$ cat config.mk
export PLATFORM = sky130hd
export DESIGN_NAME = jt49_mix3
export DESIGN_NICKNAME = d
export VERILOG_FILES = /design/src/rtl/jt49_mix3.sv
export SDC_FILE = /design/constraint.sdc
export NUM_CORES = 1
export LEC_CHECK = 0
export ABC_AREA = 1
export CORE_UTILIZATION = 35
export DETAILED_ROUTE_END_ITERATION = 16
export PLACE_DENSITY_LB_ADDON = 0.15
export SYNTH_ARGS = -nofsm -noshare
export SYNTH_HDL_FRONTEND = slang
export SYNTH_SLANG_ARGS = --single-unit
$ cat constraint.sdc
create_clock -name clk -period 3.1 [get_ports clk]
set_clock_uncertainty 0.05 [all_clocks]
set_input_delay 0.62 -clock clk [delete_from_list [all_inputs] [get_ports clk]]
set_output_delay 0.62 -clock clk [all_outputs]
set_load 0.02 [all_outputs]
$ cat src/rtl/jt49_mix3.sv
// jt49_mix3: three-channel PSG mixer; log volume -> linear ROM, sequential sum, gain, saturate.
// Define JT49_MIX_PEAK_EN to add a peak-hold register (peak_clr input, peak output).
module jt49_mix3 #(
  parameter int unsigned GAIN = 5
) (
  input  logic       clk,
  input  logic       rst,
  input  logic       cen,
  input  logic [4:0] vola,
  input  logic [4:0] volb,
  input  logic [4:0] volc,
  input  logic [2:0] mute,
`ifdef JT49_MIX_PEAK_EN
  input  logic       peak_clr,
  output logic [7:0] peak,
`endif
  output logic [7:0] dout,
  output logic       dout_cen
);

  typedef enum logic [2:0] {IDLE, ACC_A, ACC_B, ACC_C, OUT} state_t;

  localparam logic [3:0] GAIN_W = 4'(GAIN);

  if (GAIN == 0 || GAIN > 15) begin : g_gain_check
    $error("jt49_mix3: GAIN must be in 1..15");
  end

  // lut[n] = round(255 * 10^(-(31-n)*1.5/20)), 1.5 dB per step, lut[0] silent
  function automatic logic [7:0] lut(input logic [4:0] n);
    case (n)
      5'd31: lut = 8'd255;  5'd30: lut = 8'd215;  5'd29: lut = 8'd181;  5'd28: lut = 8'd152;
      5'd27: lut = 8'd128;  5'd26: lut = 8'd108;  5'd25: lut = 8'd90;   5'd24: lut = 8'd76;
      5'd23: lut = 8'd64;   5'd22: lut = 8'd54;   5'd21: lut = 8'd45;   5'd20: lut = 8'd38;
      5'd19: lut = 8'd32;   5'd18: lut = 8'd27;   5'd17: lut = 8'd23;   5'd16: lut = 8'd19;
      5'd15: lut = 8'd16;   5'd14: lut = 8'd14;   5'd13: lut = 8'd11;   5'd12: lut = 8'd10;
      5'd11: lut = 8'd8;    5'd10: lut = 8'd7;    5'd9:  lut = 8'd6;    5'd8:  lut = 8'd5;
      5'd7:  lut = 8'd4;    5'd6:  lut = 8'd3;    5'd5:  lut = 8'd3;    5'd4:  lut = 8'd2;
      5'd3:  lut = 8'd2;    5'd2:  lut = 8'd2;    5'd1:  lut = 8'd1;
      default: lut = 8'd0;
    endcase
  endfunction

  state_t     state_reg, state_next;
  logic [9:0] acc_reg, acc_next;
  logic [4:0] snap_a_reg, snap_b_reg, snap_c_reg;
  logic [2:0] mute_reg;
  logic [7:0] dout_reg, dout_next;
  logic       dout_cen_reg, dout_cen_next;
  logic       snapshot_en;

  logic [4:0] vol_sel;
  logic       mute_sel;
  logic [7:0] amp;
  logic [9:0] scaled;
  logic [7:0] sat;

  // Channel feeding the adder this cycle
  always_comb begin
    vol_sel  = snap_a_reg;
    mute_sel = mute_reg[0];
    case (state_reg)
      ACC_B: begin
        vol_sel  = snap_b_reg;
        mute_sel = mute_reg[1];
      end
      ACC_C: begin
        vol_sel  = snap_c_reg;
        mute_sel = mute_reg[2];
      end
      default: ;
    endcase
  end

  assign amp    = mute_sel ? 8'd0 : lut(vol_sel);
  // 765*15 fits in 14 bits, so the product never overflows before the shift
  assign scaled = 10'((14'(acc_reg) * 14'(GAIN_W)) >> 4);
  assign sat    = (scaled > 10'd255) ? 8'd255 : scaled[7:0];

  always_comb begin
    state_next    = state_reg;
    acc_next      = acc_reg;
    dout_next     = dout_reg;
    dout_cen_next = 1'b0;
    snapshot_en   = 1'b0;
    case (state_reg)
      IDLE: begin
        if (cen) begin
          snapshot_en = 1'b1;
          acc_next    = 10'd0;
          state_next  = ACC_A;
        end
      end
      ACC_A: begin
        acc_next   = acc_reg + 10'(amp);
        state_next = ACC_B;
      end
      ACC_B: begin
        acc_next   = acc_reg + 10'(amp);
        state_next = ACC_C;
      end
      ACC_C: begin
        acc_next   = acc_reg + 10'(amp);
        state_next = OUT;
      end
      OUT: begin
        dout_next     = sat;
        dout_cen_next = 1'b1;
        state_next    = IDLE;
      end
      default: state_next = IDLE;
    endcase
  end

  always_ff @(posedge clk or posedge rst) begin
    if (rst) begin
      state_reg    <= IDLE;
      acc_reg      <= 10'd0;
      snap_a_reg   <= 5'd0;
      snap_b_reg   <= 5'd0;
      snap_c_reg   <= 5'd0;
      mute_reg     <= 3'd0;
      dout_reg     <= 8'd0;
      dout_cen_reg <= 1'b0;
    end else begin
      state_reg    <= state_next;
      acc_reg      <= acc_next;
      dout_reg     <= dout_next;
      dout_cen_reg <= dout_cen_next;
      if (snapshot_en) begin
        snap_a_reg <= vola;
        snap_b_reg <= volb;
        snap_c_reg <= volc;
        mute_reg   <= mute;
      end
    end
  end

  assign dout     = dout_reg;
  assign dout_cen = dout_cen_reg;

`ifdef JT49_MIX_PEAK_EN
  logic [7:0] peak_reg;

  // Clear beats a same-cycle update so software can restart a measurement window cleanly
  always_ff @(posedge clk or posedge rst) begin
    if (rst)                                 peak_reg <= 8'd0;
    else if (peak_clr)                       peak_reg <= 8'd0;
    else if (dout_cen_next && sat > peak_reg) peak_reg <= sat;
  end

  assign peak = peak_reg;
`endif

endmodule
---- After elaboration in Yosys (flattened, before gate mapping) ----
Memories as Yosys holds them, arrays and structs flattened.
Cells that the tools add are included.
storage, ports and cells
  register bits after elaboration ......... 40
  memory bits (read-only) ................. 256
  input port bits ......................... 21
  memories kept ........................... 1
operators by class
  add/subtract/negate cells ............... 1
  $mul .................................... 1
  magnitude comparators ................... 1
  equal/unequal tests ..................... 5
  muxes and demuxes ....................... 11
  reduce and logical (&&, ||, !) cells .... 4
memories
  name              words  bits a word  read ports  clocked after Yosys merged registers in  write ports  line  source
  (name not given)  32     8            1           0                                        0            31    case (n)
operators by type and width
  cell                     count
  $pmux W10 S2             1
  $mux W8                  2
  $mul A10 B3 Y13 const B  1
  $pmux W3 S4              1
  $add A10 B8 Y10          1
  $mux W10                 1
  $pmux W5 S2              1
  $gt A9 B8 Y1 const B     1
  $eq A3 B2 Y1 const B     2
  $eq A3 B1 Y1 const B     1
  $eq A3 B3 Y1 const B     1
  $logic_not A3 Y1         1
  $mux W1                  3
  $mux W3                  1
  $reduce_or A3 Y1         1
  $ne A2 B2 Y1 const B     1
  $pmux W1 S2              1
  $reduce_and A2 Y1        1
  $reduce_bool A2 Y1       1

---- Depth between registers and ports, before layout ----
Gate-level depths: netlist of run 1.
An unclocked memory read counts as a cell.
  depth in word-level cells ............... 6
  gate-level depth with buffers ........... 23
  depth with buffers taken out ............ 23

---- Worst setup path after synthesis of run 1 ----
Ideal clock, no wire load.
  path kind ............................... register -> register
  from .................................... register state_reg[1]
  to ...................................... register acc_reg[2]
  library setup time ...................... 0.122 ns
  arrival time ............................ 2.669 ns
  setup slack ............................. 0.259 ns
  stages on the path, launching flop included .. 19
  buffers on the path ..................... 1
  period minus slack after synthesis ...... 2.841 ns
  cell sequence ........................... dfrtp_1 > buf_6 > nand2_2 > nor2_2 > nand2_1 > nand3_1 > ha_1 > inv_1 > nand4_1 > nand2_1 > nand2_1 > nand2_1 > nand2_1 > nand2_1 > inv_1 > ha_1 > fa_1 > or2_2 > a32o_1
on the way
  word-level cells in the longest chain between the ends .. 6
  elaborated cells between the ends (all ways) .. 14
ends and longest elaborated chain
  what                    line         source
  from (decl)             44           state_t state_reg, state_next;
  from (signal assigned)  126          state_reg <= state_next;
  $eq A3 B2 Y1            62, 86
  $pmux W5 S2             62           case (state_reg)
  $mem_v2 Z32 W8          n/a
  $mux W8                 75           assign amp = mute_sel ? 8'd0 : lut(vol_sel);
  $add A10 B8 Y10         95, 99, 103
  $pmux W10 S2            86           case (state_reg)
  to (signal assigned)    127          acc_reg <= acc_next;
  to (decl)               45           logic [9:0] acc_reg, acc_next;
Several ways; a longest one is shown, not always the timed one.
A chain may end at the register's enable or synchronous reset.

---- Worst setup path after layout of run 1 ----
Same ends and word-level chain as after synthesis.

==> impl_metrics.ini, run 1 <==
[layout]
largest_reg_flops = 10
n_antenna_cell = 0
finalNonFillerCells = 576
final_layout_size_suffix_gt1_frac = 0.142
postLayoutCellArea_mm2 = 0.00373
nets = 520
syn_to_final_growth_pct = 24.1

[sta]
worst_pin_slew_ps = 591
hold_ws_ps = 433
maxSlewViolCount = 0
final_hold_viol_count = 0
post-route-min-period_ps = 2910
finalSetupViolations = 0
final.period_utilization = 0.939
slew-limit-headroom = 0.604
fmax_mhz = 343

[logic_synthesis]
synth.most_common_cell = nand2_1
ys_types = 31
yosys-top-cells-count = nand2_1, inv_1, nor2_1, dfrtp_1, ha_1
syn_area_mm2 = 0.00301
yosysWarnings = 0
synth_area_leader_cell = dfrtp_1
synth-seq-cells = 40
syn_nets = 480
synthCells = 430
synth_top_area_share = 0.333
synth_area_leaders = dfrtp_1, nand2_1, ha_1, inv_1, nor2_1
syn_avg_cell_area_um2 = 6.99
ys_seq_area_frac = 0.333
synthArstFlopShare = 1.00
synthFlopType = dfrtp_1
synth_edf_count = 0

[hold_path]
min_path_type = flop to flop

[setup_path]
critPathKind = flop to flop
crit_fanout = 5
cp-end-kind = flop
cp.arrival_ps = 3060
critPathRequiredTime_ps = 3240
start_kind = flop

[global_routing]
grt_antenna_before_repair = 0
grt_overflow_total = 0
grt_pass1_vias = 2725
grt_max_degree = 41
gr-usage-all-layers = 0.172
grt_pass1_wl_um = 12100

[floorplanning]
fp-row-count = 33
die_y_um = 94.7
core_mm2 = 0.00826
die_w_um = 94.7
ioPinCount = 30
initial_core_util = 0.364
die_area_mm2 = 0.00896

[clock_network]
postCtsHoldBufs = 0
tritoncts = built
numCtsBuffers = 5
clock_latency_ps = 300
clk_pin_slew_worst_paths_ps = 90
cts_max_path_buffers = 2
clock-root-buffer = clkbuf_8
cts_sinks = 40
cts.htree.levels = 2

[placed_design]
io_buffers = 29
dp_hpwl_um = 5510
placed_cell_area_mm2 = 0.00343
gp_congestion = 0.837
place_inst = 564

[routing]
avgViaCountPerCell = 4.84
drc_errors = 0
vias = 2790
ant_nets = 0
wl_per_cell_um = 12.5
drt_iter0_drc = 106
routed_wl_um = 7190
drt_pre_antenna_iters = 4

[flow_run]
max_cap_violations = 0

[run_status]
status = complete, no violations
[layout make-up]
cell class                      count  area (um^2)
Fill cell                         831         4530
Clock inverter                      3         46.3
Timing Repair Buffer               40          373
Clock buffer                        5         68.8
Sequential cell                    40         1000
Multi-Input combinational cell    331         1910
Inverter                           52          195
Tap cell                          105          131
[through the flow]
stage | util | TNS [ps] | setup slack (ps)
4_1_cts | 0.429 | 0 | 12.3
3_5_place_dp | 0.415 | 0 | 34.3
2_1_floorplan | - | 0 | 259
5_1_grt | 0.452 | -80.5 | -30.5
3_3_place_gp | 0.415 | 0 | 104
6_report | 0.452 | 0 | 188
[cell usage in the layout, fill, tap and decap left out, drive strengths merged]
master,count
a21o,2
clkdlybuf4s50,29
nand4,6
or2,1
nand2,149
buf,11
o22ai,2
clkinvlp,1
ha,27
clkbuf,5
dfrtp,40
bufinv,1
o21ai,29
a32o,1
nor2,50
o21bai,1
fa,2
inv,53
nor3,1
a21oi,20
a21boi,3
a22o,2
nand3b,3
xor2,2
nand3,27
xnor2,3
[kinds of logic (layout without fill, tap and decap cells)]
| logic type | Yosys count | count (layout) | synth area share |
|---|---|---|---|
| buffers and inverters | 59 | 100 | 0.0816 |
| adders and majority gates | 29 | 29 | 0.126 |
| and+or+nand+nor | 237 | 237 | 0.334 |
| xor gates and xnor gates | 5 | 5 | 0.0146 |
| DFF | 40 | 40 | 0.333 |
| AOI/OAI and AO/OA | 60 | 60 | 0.111 |
[what timing repair did]
item | in CTS | in global routing
hold endpoints to repair | 0 | 0
setup endpoints to repair | 0 | 7
gates resized for setup | 0 | 40
buffers inserted | 0 | 4
[worst paths after layout]
path | startpoint | end | slack [ps] | cells past startpoint
max in group asynchronous | rst | state_reg[2] | 1940 | 3
hold / removal | snap_c_reg[4] | snap_c_reg[4] | 430 | 2
min in group asynchronous | rst | dout_cen | 690 | 3
setup reg to reg | state_reg[1] | acc_reg[2] | 190 | 17
setup / recovery | state_reg[1] | acc_reg[2] | 190 | 17
hold reg to reg | snap_c_reg[4] | snap_c_reg[4] | 430 | 2
[worst max-delay path, cell delays in order (launching register included)]
cell and delay, ps:
dfrtp_2 470, nand2_4 80, nor2_4 160, nand2_2 110, nand2_2 100, nor2_4 50
ha_4 260, nand2_1 60, nand2_1 80, nand2_1 40, nand2_1 60, nand2_1 50
nand2_2 70, inv_2 40, ha_4 160, fa_2 390, or2_2 310, a32o_1 250
[routing by layer]
layer	vias up	part of all wire	global-route usage
met5	-	0	0
met2	52	0.51	0.311
met1	1268	0.45	0.204
li1	1455	-	-
met4	0	0.017	0.0530
met3	15	0.030	0.0346
Power of run 1 is left out: the tool's default activity adds up to more than one toggle a clock period on the data nets, which glitch-free logic cannot reach.
==> run 2, diff against run 1 <==
- GPL_ROUTABILITY_DRIVEN: default -> 1
==> results of run 2 <==
Same layout as run 1: the final DEF is identical, and so are final timing and power.
Power of run 2 is left out for the same reason.
==> run 3, diff against run 2 <==
==> constraint.sdc (replaced) <==
create_clock -name clk -period 3.1 [get_ports clk]
set_clock_uncertainty 0.05 [all_clocks]
set_input_delay 0.465 -clock clk [delete_from_list [all_inputs] [get_ports clk]]
set_output_delay 0.465 -clock clk [all_outputs]
set_load 0.02 [all_outputs]
==> results of run 3 <==
Same layout as run 1 (identical final DEF). Status: complete, no violations.
Power of run 3 is left out for the same reason.
